File: src/rtl/btn_event_decoder.sv
// rtl/btn_event_decoder.sv - classifies a debounced button level into press/release/short/long/double events
// Optional auto-repeat in the LONG state is enabled by defining BTN_REPEAT_EN.
module btn_event_decoder #(
    parameter int LONG_CYCLES   = 1000,
    parameter int GAP_CYCLES    = 300,
    parameter int REPEAT_CYCLES = 200
) (
    input  logic i_clk,
    input  logic i_rst,
    input  logic i_level,
    output logic o_press,
    output logic o_release,
    output logic o_short,
    output logic o_long,
    output logic o_double,
    output logic o_hold,
    output logic o_repeat
);

    localparam int MAX_AB = (LONG_CYCLES > GAP_CYCLES) ? LONG_CYCLES : GAP_CYCLES;
    localparam int MAX_C  = (MAX_AB > REPEAT_CYCLES) ? MAX_AB : REPEAT_CYCLES;
    localparam int CW     = $clog2(MAX_C + 1);

    localparam logic [CW-1:0] LONG_LAST = CW'(LONG_CYCLES - 1);
    localparam logic [CW-1:0] GAP_LAST  = CW'(GAP_CYCLES - 1);
`ifdef BTN_REPEAT_EN
    localparam logic [CW-1:0] REPEAT_LAST = CW'(REPEAT_CYCLES - 1);
`endif
    localparam logic [CW-1:0] CNT_ONE  = CW'(1);
    localparam logic [CW-1:0] CNT_ZERO = '0;

    typedef enum logic [2:0] {
        S_IDLE,
        S_PRESS1,
        S_GAP,
        S_PRESS2,
        S_LONG
    } state_t;

    state_t          r_state;
    state_t          w_next_state;
    logic [CW-1:0]   r_cnt;
    logic [CW-1:0]   w_cnt_next;
    logic            r_level_d;
    logic            w_rise;
    logic            w_fall;

    logic            w_press;
    logic            w_release;
    logic            w_short;
    logic            w_long;
    logic            w_double;
    logic            w_repeat;

    logic            r_press;
    logic            r_release;
    logic            r_short;
    logic            r_long;
    logic            r_double;
    logic            r_hold;
    logic            r_repeat;

    assign w_rise = i_level & ~r_level_d;
    assign w_fall = ~i_level & r_level_d;

    always_comb begin
        w_next_state = r_state;
        w_cnt_next   = r_cnt;
        w_press      = 1'b0;
        w_release    = 1'b0;
        w_short      = 1'b0;
        w_long       = 1'b0;
        w_double     = 1'b0;
        w_repeat     = 1'b0;

        case (r_state)
            S_IDLE: begin
                // a fall here is the held-through-reset case and is ignored
                if (w_rise) begin
                    w_next_state = S_PRESS1;
                    w_cnt_next   = CNT_ONE;
                    w_press      = 1'b1;
                end
            end
            S_PRESS1: begin
                if (i_level) begin
                    if (r_cnt == LONG_LAST) begin
                        w_next_state = S_LONG;
                        w_cnt_next   = CNT_ZERO;
                        w_long       = 1'b1;
                    end else begin
                        w_cnt_next = r_cnt + CNT_ONE;
                    end
                end else begin
                    w_next_state = S_GAP;
                    w_cnt_next   = CNT_ONE;
                    w_release    = 1'b1;
                end
            end
            S_GAP: begin
                if (w_rise) begin
                    w_next_state = S_PRESS2;
                    w_cnt_next   = CNT_ZERO;
                    w_press      = 1'b1;
                    w_double     = 1'b1;
                end else if (!i_level) begin
                    if (r_cnt == GAP_LAST) begin
                        w_next_state = S_IDLE;
                        w_cnt_next   = CNT_ZERO;
                        w_short      = 1'b1;
                    end else begin
                        w_cnt_next = r_cnt + CNT_ONE;
                    end
                end
            end
            S_PRESS2: begin
                if (w_fall) begin
                    w_next_state = S_IDLE;
                    w_release    = 1'b1;
                end
            end
            S_LONG: begin
                if (w_fall) begin
                    w_next_state = S_IDLE;
                    w_cnt_next   = CNT_ZERO;
                    w_release    = 1'b1;
                end
`ifdef BTN_REPEAT_EN
                else if (r_cnt == REPEAT_LAST) begin
                    w_cnt_next = CNT_ZERO;
                    w_repeat   = 1'b1;
                end else begin
                    w_cnt_next = r_cnt + CNT_ONE;
                end
`endif
            end
            default: begin
                w_next_state = S_IDLE;
                w_cnt_next   = CNT_ZERO;
            end
        endcase
    end

    always_ff @(posedge i_clk) begin
        if (i_rst) begin
            r_state   <= S_IDLE;
            r_cnt     <= CNT_ZERO;
            r_level_d <= 1'b1;
            r_press   <= 1'b0;
            r_release <= 1'b0;
            r_short   <= 1'b0;
            r_long    <= 1'b0;
            r_double  <= 1'b0;
            r_hold    <= 1'b0;
            r_repeat  <= 1'b0;
        end else begin
            r_state   <= w_next_state;
            r_cnt     <= w_cnt_next;
            r_level_d <= i_level;
            r_press   <= w_press;
            r_release <= w_release;
            r_short   <= w_short;
            r_long    <= w_long;
            r_double  <= w_double;
            r_hold    <= (w_next_state == S_LONG);
            r_repeat  <= w_repeat;
        end
    end

    assign o_press   = r_press;
    assign o_release = r_release;
    assign o_short   = r_short;
    assign o_long    = r_long;
    assign o_double  = r_double;
    assign o_hold    = r_hold;
    assign o_repeat  = r_repeat;

endmodule

File: config.mk
export PLATFORM = sky130hd
export DESIGN_NAME = btn_event_decoder
export DESIGN_NICKNAME = d
export VERILOG_FILES = /design/src/rtl/btn_event_decoder.sv
export SDC_FILE = /design/constraint.sdc
export NUM_CORES = 1
export LEC_CHECK = 0
export CORE_ASPECT_RATIO = 0.5
export CORE_UTILIZATION = 25
export CTS_CLUSTER_SIZE = 8
export DETAILED_ROUTE_END_ITERATION = 16
export MAX_ROUTING_LAYER = met4
export PLACE_DENSITY = 0.49
export SYNTH_ARGS = -nofsm -noshare
export SYNTH_HDL_FRONTEND = slang
export SYNTH_SLANG_ARGS = --single-unit
File: constraint.sdc
create_clock -name i_clk -period 2 [get_ports i_clk]
set_input_delay 0.3 -clock i_clk [delete_from_list [all_inputs] [get_ports i_clk]]
set_output_delay 0.3 -clock i_clk [all_outputs]
set_load 0.01 [all_outputs]
Word-level counts from Yosys, hierarchy flattened
Index checks and enable logic that the tools add are counted.
Operators by class
  add/sub/neg operators: 1
  equal/unequal tests: 10
  muxes and demuxes: 22
  bitwise operators: 8
  reduce and logical (&&, ||, !) cells: 8
Operator list (number)
  2-to-1 mux 10 bit: 7
  one-hot mux 10 bit (5 select lines): 1
  2-to-1 mux 3 bit: 7
  one-hot mux 3 bit (4 select lines): 1
  adder 10 x 1 -> 10 bit, second input constant: 1
  equality test 10 bit, second input constant: 1
  equality test 10 x 9 -> 1 bit, second input constant: 1
  OR reduction 2 bit: 4
  equality test 3 x 2 -> 1 bit, second input constant: 2
  equality test 3 bit, second input constant: 2
  inverter 1 bit: 6
  2-to-1 mux 1 bit: 5
  inequality test 2 bit, second input constant: 2
  AND reduction 4 bit: 1
  OR reduction 4 bit: 1
  equality test 3 x 1 -> 1 bit, second input constant: 1
  logical NOT 3 bit: 1
  inequality test 3 bit, second input constant: 1
  OR reduction 3 bit: 1
  bitwise AND 1 bit: 2
  one-hot mux 1 bit (2 select lines): 1
Storage, ports and cells
  register bits after elaboration: 20
  word-level logic and storage cells: 58

Depth between registers and ports, before layout
Gate-level depths: netlist of the first run.
  depth in word-level cells: 6
  gate-level depth with buffers: 7
  gate-level depth less buffers: 6

Worst setup path after synthesis of the first run
Ideal clock, no wire load.
  kind: reg2reg
  start point: register r_cnt[2]
  end point: register r_cnt[2]
  library setup time: 0.121 ns
  data arrival time: 1.804 ns
  data required time: 1.879 ns
  setup slack: 0.075 ns
  cell stages (with the launch flop): 6
  clock period less this slack: 1.925 ns
  path through: dfxtp_1 or4b_1 or4b_4 and3_4 a21oi_4 nor2_1
On the way
  cells in the longest elaborated chain, start to end: 5
Ends and longest elaborated chain
  from (decl): line 42  | logic [CW-1:0] r_cnt;
  from (signal assigned): line 158  | r_cnt <= w_cnt_next;
  adder 10 x 1 -> 10 bit or equality test 10 x 9 -> 1 bit (tied branches): line 92, 112, 107
  2-to-1 mux 10 bit: line 107  | if (r_cnt == GAP_LAST) begin
  2-to-1 mux 10 bit: line 106  | end else if (!i_level) begin
  2-to-1 mux 10 bit: line 101  | if (w_rise) begin
  one-hot mux 10 bit (5 select lines) (*): line 76  | case (r_state)
Mark *: on every way between the ends. The rest lies on a longest branch, timed or not. The select of a mux whose other input is x is not followed.
A chain may end at the register's enable or synchronous reset.

Worst setup path after layout of the first run
Same ends and word-level chain as after synthesis.

==> out/qor.yml, run 1 <==
cts_buffers: 3
synth_top_area_share_pct: 36.0
syn-mean-instance-area_um2: 8.63
placedCellCount: 197
post_cts_buffers: 0
clockRootBuffer: "clkbuf_8"
power_density_nw_per_um2: 563
post-route-util_pct: 32.7
routabilityCongestion: 0.781
drcViolationCount: 0
reg2reg_slack_ns: 0.009
drive_gt1_share_pct: 17.1
clock_sinks: 20
ir_worst_vdd_v: 0.000199
overflow: 0
status: "complete, no violations"
cp_max_fo: 8
clk_path_buf_depth: 2
hp-class: "reg2reg"
die_w_um: 96.4
clkSlewWorstSetupHoldPaths_ns: 0.07
antenna_found_initial: 0
via_per_inst: 4.66
final_cells: 200
antenna_cells: 0
synthesis.area_um2: 1110
io_buffers: 8
yosys.cell_types.count: 43
dieArea_um2: 4740
pin_count: 10
rsz0062_at_grt: "yes"
finClkSkew_ns: 0.00376
rows: 16
first_iter_violations: 27
routed_wirelength_um: 2380
via_count: 932
start_util_pct: 27.3
post-dp-hpwl_um: 1780
min_period_ns: 1.99
setup_viol: 0
first_pass_iters: 4
yosys_register_bits: 20
synthCells: 129
async_reset_ff_share_pct: 0
fp.dieH_um: 49.2
synth_edf_count: 0
slew_viol_final: 0
fin_setup_tns_ns: 0
r2r-start: "r_cnt[2]"
p_leak_nw: 0.495
globalRouteTotalUtil_pct: 11.9
synthToLayoutAreaGrowth_pct: 19.8
grt_pass1_vias: 865
num-fill-cells: 450
synthFlopType: "dfxtp_1"
ys_warn_count: 0
avgRoutedWirePerCell_um: 11.9
startpoint: "r_cnt[2]"
cts_tree: "done"
start_kind: "flop"
grt_pass1_wl_um: 4100
htreeDepth: 1
synth_seq_area_share_pct: 36.0
hold_start: "r_state[2]"
yosysTopAreaCell: "dfxtp_1"
grt_max_degree: 13
finalCritPeriodShare_pct: 99.6
cts_hold_buf: 0
insertion_delay_ns: 0.26
core_area_um2: 4080
synthesis.nets: 133
fin_nets: 152
yosys-top-cells-area: "dfxtp_1 (36%), nor2_1 (6.7%), xor2_1 (5.5%), clkbuf_8 (3.7%), nor3_1 (2.7%)"
hold_slack_ns: 0.534
ant_nets: 0
synthTopCellsByCount: "dfxtp_1 (20), nor2_1 (20), xor2_1 (7)"
finalHoldViolations: 0
critPathCaptureType: "flop"
worstPathArrival_ns: 2.14
cp.required_ns: 2.15
crit_type: "reg2reg"
max_freq_ghz: 0.502
max-cap-violations: 0
-- registers in the layout, summed over array words and instances (netlist names) --
| register | count |
|---|---|
| o_short | 1 |
| o_release | 1 |
| o_double | 1 |
| r_level_d | 1 |
| o_long | 1 |
| r_cnt | 10 |
| o_press | 1 |
| r_state | 3 |
| o_hold | 1 |
-- cell families (layout without fill, tap and decap cells) --
logic type / after synthesis / count (layout) / synth area share [%]
AND/OR/NAND/NOR: 57 / 57 / 28.2
AO/OA/AOI/OAI: 28 / 28 / 18.1
flip-flops: 20 / 20 / 36.0
buffers and inverters: 13 / 30 / 9.10
XOR/XNOR: 8 / 8 / 6.29
adder cells (fa/ha/maj): 1 / 1 / 1.12
other: 1 / 1 / 0.337
multiplexers: 1 / 1 / 0.899
-- layout make-up --
type / count / area, um2 / share of cell area, %
tap: 54 / 67.6 / 5.07
multi-input combinational: 96 / 616 / 46.2
inverter: 4 / 15.0 / 1.13
sequential: 20 / 402 / 30.1
timing repair buffer: 23 / 193 / 14.4
clock buffer: 3 / 41.3 / 3.10
-- metrics by stage --
stage | cell area [um2] | setup WS (ns) | power [mW]
after floorplan | 1110 | 0.0755 | 0.476
after global placement | 1290 | -0.0277 | 0.495
after detailed placement | 1290 | -0.0645 | 0.495
after CTS | 1330 | -0.0139 | 0.761
after global routing | 1330 | -0.0820 | 0.796
final | 1330 | 0.00889 | 0.752
-- repair_timing --
action | in CTS | in global routing
resized for setup | 2 | 0
pin swaps | 3 | 1
setup endpoints to repair | 8 | 9
endpoints found under the hold margin | 0 | 0
-- cell usage in the layout (no fill, tap or decap), drive strengths merged, types with 2 or more instances in the layout --
master         synthesis  final
and3                   3      3
nor2                  20     20
xor2                   7      7
clkdlybuf4s50          0      8
nor3                   6      6
a31oi                  2      2
inv                    4      4
buf                    4     15
nor2b                  3      3
o211ai                 3      3
o2111ai                3      3
a21oi                  6      6
dfxtp                 20     20
nand3                  3      3
o21ai                  8      8
or4b                   2      2
clkbuf                 5      3
and2                   2      2
nand2                  5      5
o21a                   2      2
nand2b                 4      4
-- per-layer routing --
metal  vias up  GRT usage [%]  part of all wire [%]
li1        487              -                     -
met1       430           15.8                    53
met2        13           17.4                    42
met3         2           3.74                   3.4
met4         0           2.94                   1.2
met5         -              -                     0
-- worst paths after layout --
check | endpoint | cells after the start
setup / recovery | r_cnt[2] | 5
hold / removal | r_state[1] | 1
setup reg to reg | r_cnt[2] | 5
hold reg to reg | r_state[1] | 1
-- critical path, stage by stage (launching register included) --
cell	delay (ns)
dfxtp_2	0.32
or4b_4	0.53
or4b_4	0.51
and3_4	0.20
a21oi_4	0.24
nor2_1	0.08
-- where the power goes --
group | switching [mW] | internal [mW] | total [mW]
clock | 0.131 | 0.134 | 0.266
sequential | 0.00580 | 0.403 | 0.409
combinational | 0.0428 | 0.0339 | 0.0767
No activity file was read; power rests on OpenSTA's default activity.
==> run 2: changes to the inputs <==
Settings changed: ABC_CLOCK_PERIOD_IN_PS from default to 2000.
==> results of run 2 <==
Same layout as run 1: the final DEF is identical, and so are final timing and power.
==> run 3: changes to the inputs <==
Settings changed: ABC_CLOCK_PERIOD_IN_PS 2000 to default, PLACE_DENSITY 0.49 to 0.47, REMOVE_ABC_BUFFERS from default to 1.
Clock period 2 ns to 2.5 ns, I/O delays scaled along.
==> run 3 against run 2 <==
  * Critical path depth unchanged
  * Critical endpoint is now r_cnt[9]
  * Clock skew increased by 0.0039 ns
  * Sequential power decreased by 19%
  * Flip-flop and latch count unchanged
  * Non-clock buffer count decreased by 12
  * Routed wire length decreased by 3.2%
  * Hold slack got worse by 0.023 ns
  * Register-to-register slack improved by 0.47 ns
==> out/qor.yml, run 3 (synthesis results as in run 1) <==
power.total_mw: 0.634
via_per_inst: 4.85
insertion_delay_ns: 0.26
setup_ws_ns: 0.480
cp_slowest_cell: "or4b_4"
max_freq_ghz: 0.495
critical_path.cell_chain: "or4b_1, or4b_4, and3_4, a21oi_4, nor2_1"
cts_hold_buf: 0
clkSlewWorstSetupHoldPaths_ns: 0.08
post_cts_buffers: 0
dieArea_um2: 4740
largest-register: "r_cnt"
ant_nets: 0
final_cells: 189
rows: 16
routabilityCongestion: 0.773
placed_cell_area_um2: 1200
drive_gt1_share_pct: 8.89
ir_worst_vdd_v: 0.000127
power_frac_clock_pct: 39.7
hp-class: "reg2reg"
top_regs: "r_cnt: 10 flops, r_state: 3 flops"
clockRootBuffer: "clkbuf_8"
p_leak_nw: 0.439
overflow: 0
clk_path_buf_depth: 2
hold_slack_ns: 0.511
p_comb_share_pct: 8.3
htreeDepth: 1
first_iter_violations: 40
reg2reg_slack_ns: 0.48
antenna_found_initial: 0
power_density_nw_per_um2: 506
largest_reg_flops: 10
finClkSkew_ns: 0.00765
cts_buffers: 3
min_period_ns: 2.02
placedCellCount: 185
fp.dieH_um: 49.2
clock_sinks: 20
design_area_um2: 1250
most-common-layout-cells: "nor2_1 (20), dfxtp_1 (20), clkdlybuf4s50_1 (8)"
crit_type: "reg2reg"
cp.required_ns: 2.65
critPathCaptureType: "flop"
fin_setup_tns_ns: 0
power_frac_seq_pct: 52.0
intPower_mw: 0.485
synthToLayoutAreaGrowth_pct: 12.5
grt_pass1_wl_um: 3950
routed_wirelength_um: 2300
first_pass_iters: 4
place_ws_ns: 0.394
power_switching_share_pct: 23.4
grt_pass1_vias: 847
num-fill-cells: 447
ctsResizeCount: 0
max-cap-violations: 0
grt_max_degree: 13
core_area_um2: 4080
start_kind: "flop"
netSwitchingPower_mw: 0.149
finalHoldViolations: 0
slowest_delay_ns: 0.54
rsz0062_at_grt: "no"
globalRouteTotalUtil_pct: 11.2
via_count: 916
die_w_um: 96.4
worstPathArrival_ns: 2.17
start_util_pct: 27.3
avgRoutedWirePerCell_um: 12.2
status: "complete, no violations"
antenna_cells: 0
pin_count: 10
cp_max_fo: 8
post-dp-hpwl_um: 1670
post-route-util_pct: 30.7
setup_viol: 0
io_buffers: 8
slew_viol_final: 0
cts_tree: "done"
finalCritPeriodShare_pct: 80.8
fin_nets: 140
drcViolationCount: 0
## run 3: cell count changes in the layout (fill, tap and decap cells not counted), sizes merged
cell,before,now
buf,15,3
clkbuf,3,4
## run 3: path summary, 6_finish.rpt
path,from,end,cells after the start
max,r_cnt[2],r_cnt[9],5
min,r_cnt[1],r_cnt[1],1
max reg2reg,r_cnt[2],r_cnt[9],5
min reg2reg,r_cnt[1],r_cnt[1],1
## run 3: per-layer routing
metal | track usage, % | part of all wire (%) | up-vias
met5 | - | 0 | -
met4 | 3.68 | 1.3 | 0
met3 | 3.27 | 3.9 | 4
met2 | 16.3 | 43 | 23
met1 | 14.7 | 52 | 429
li1 | - | - | 460
## run 3: area by class of cell
class | count | area, um2 | area share [%]
Multi-Input combinational cell | 96 | 612 | 48.9
Clock buffer | 4 | 55.1 | 4.40
Inverter | 4 | 15.0 | 1.20
Sequential cell | 20 | 400 | 32.0
Timing Repair Buffer | 11 | 103 | 8.19
Tap cell | 54 | 67.6 | 5.39
## run 3: power groups by stage
stage | sequential, mW | clock (mW) | combinational (mW)
final | 0.330 | 0.252 | 0.0529
after global routing | 0.331 | 0.274 | 0.0583
after CTS | 0.329 | 0.262 | 0.0529
after detailed placement | 0.337 | 0 | 0.0525
after global placement | 0.337 | 0 | 0.0529
after floorplan | 0.336 | 0 | 0.0329
## run 3: worst max-delay path: cells and delay by family, from the launching register on
| kind | cells | cell delay [ns] |
|---|---|---|
| simple gates | 4 | 1.34 |
| flops | 1 | 0.33 |
| compound gates | 1 | 0.24 |
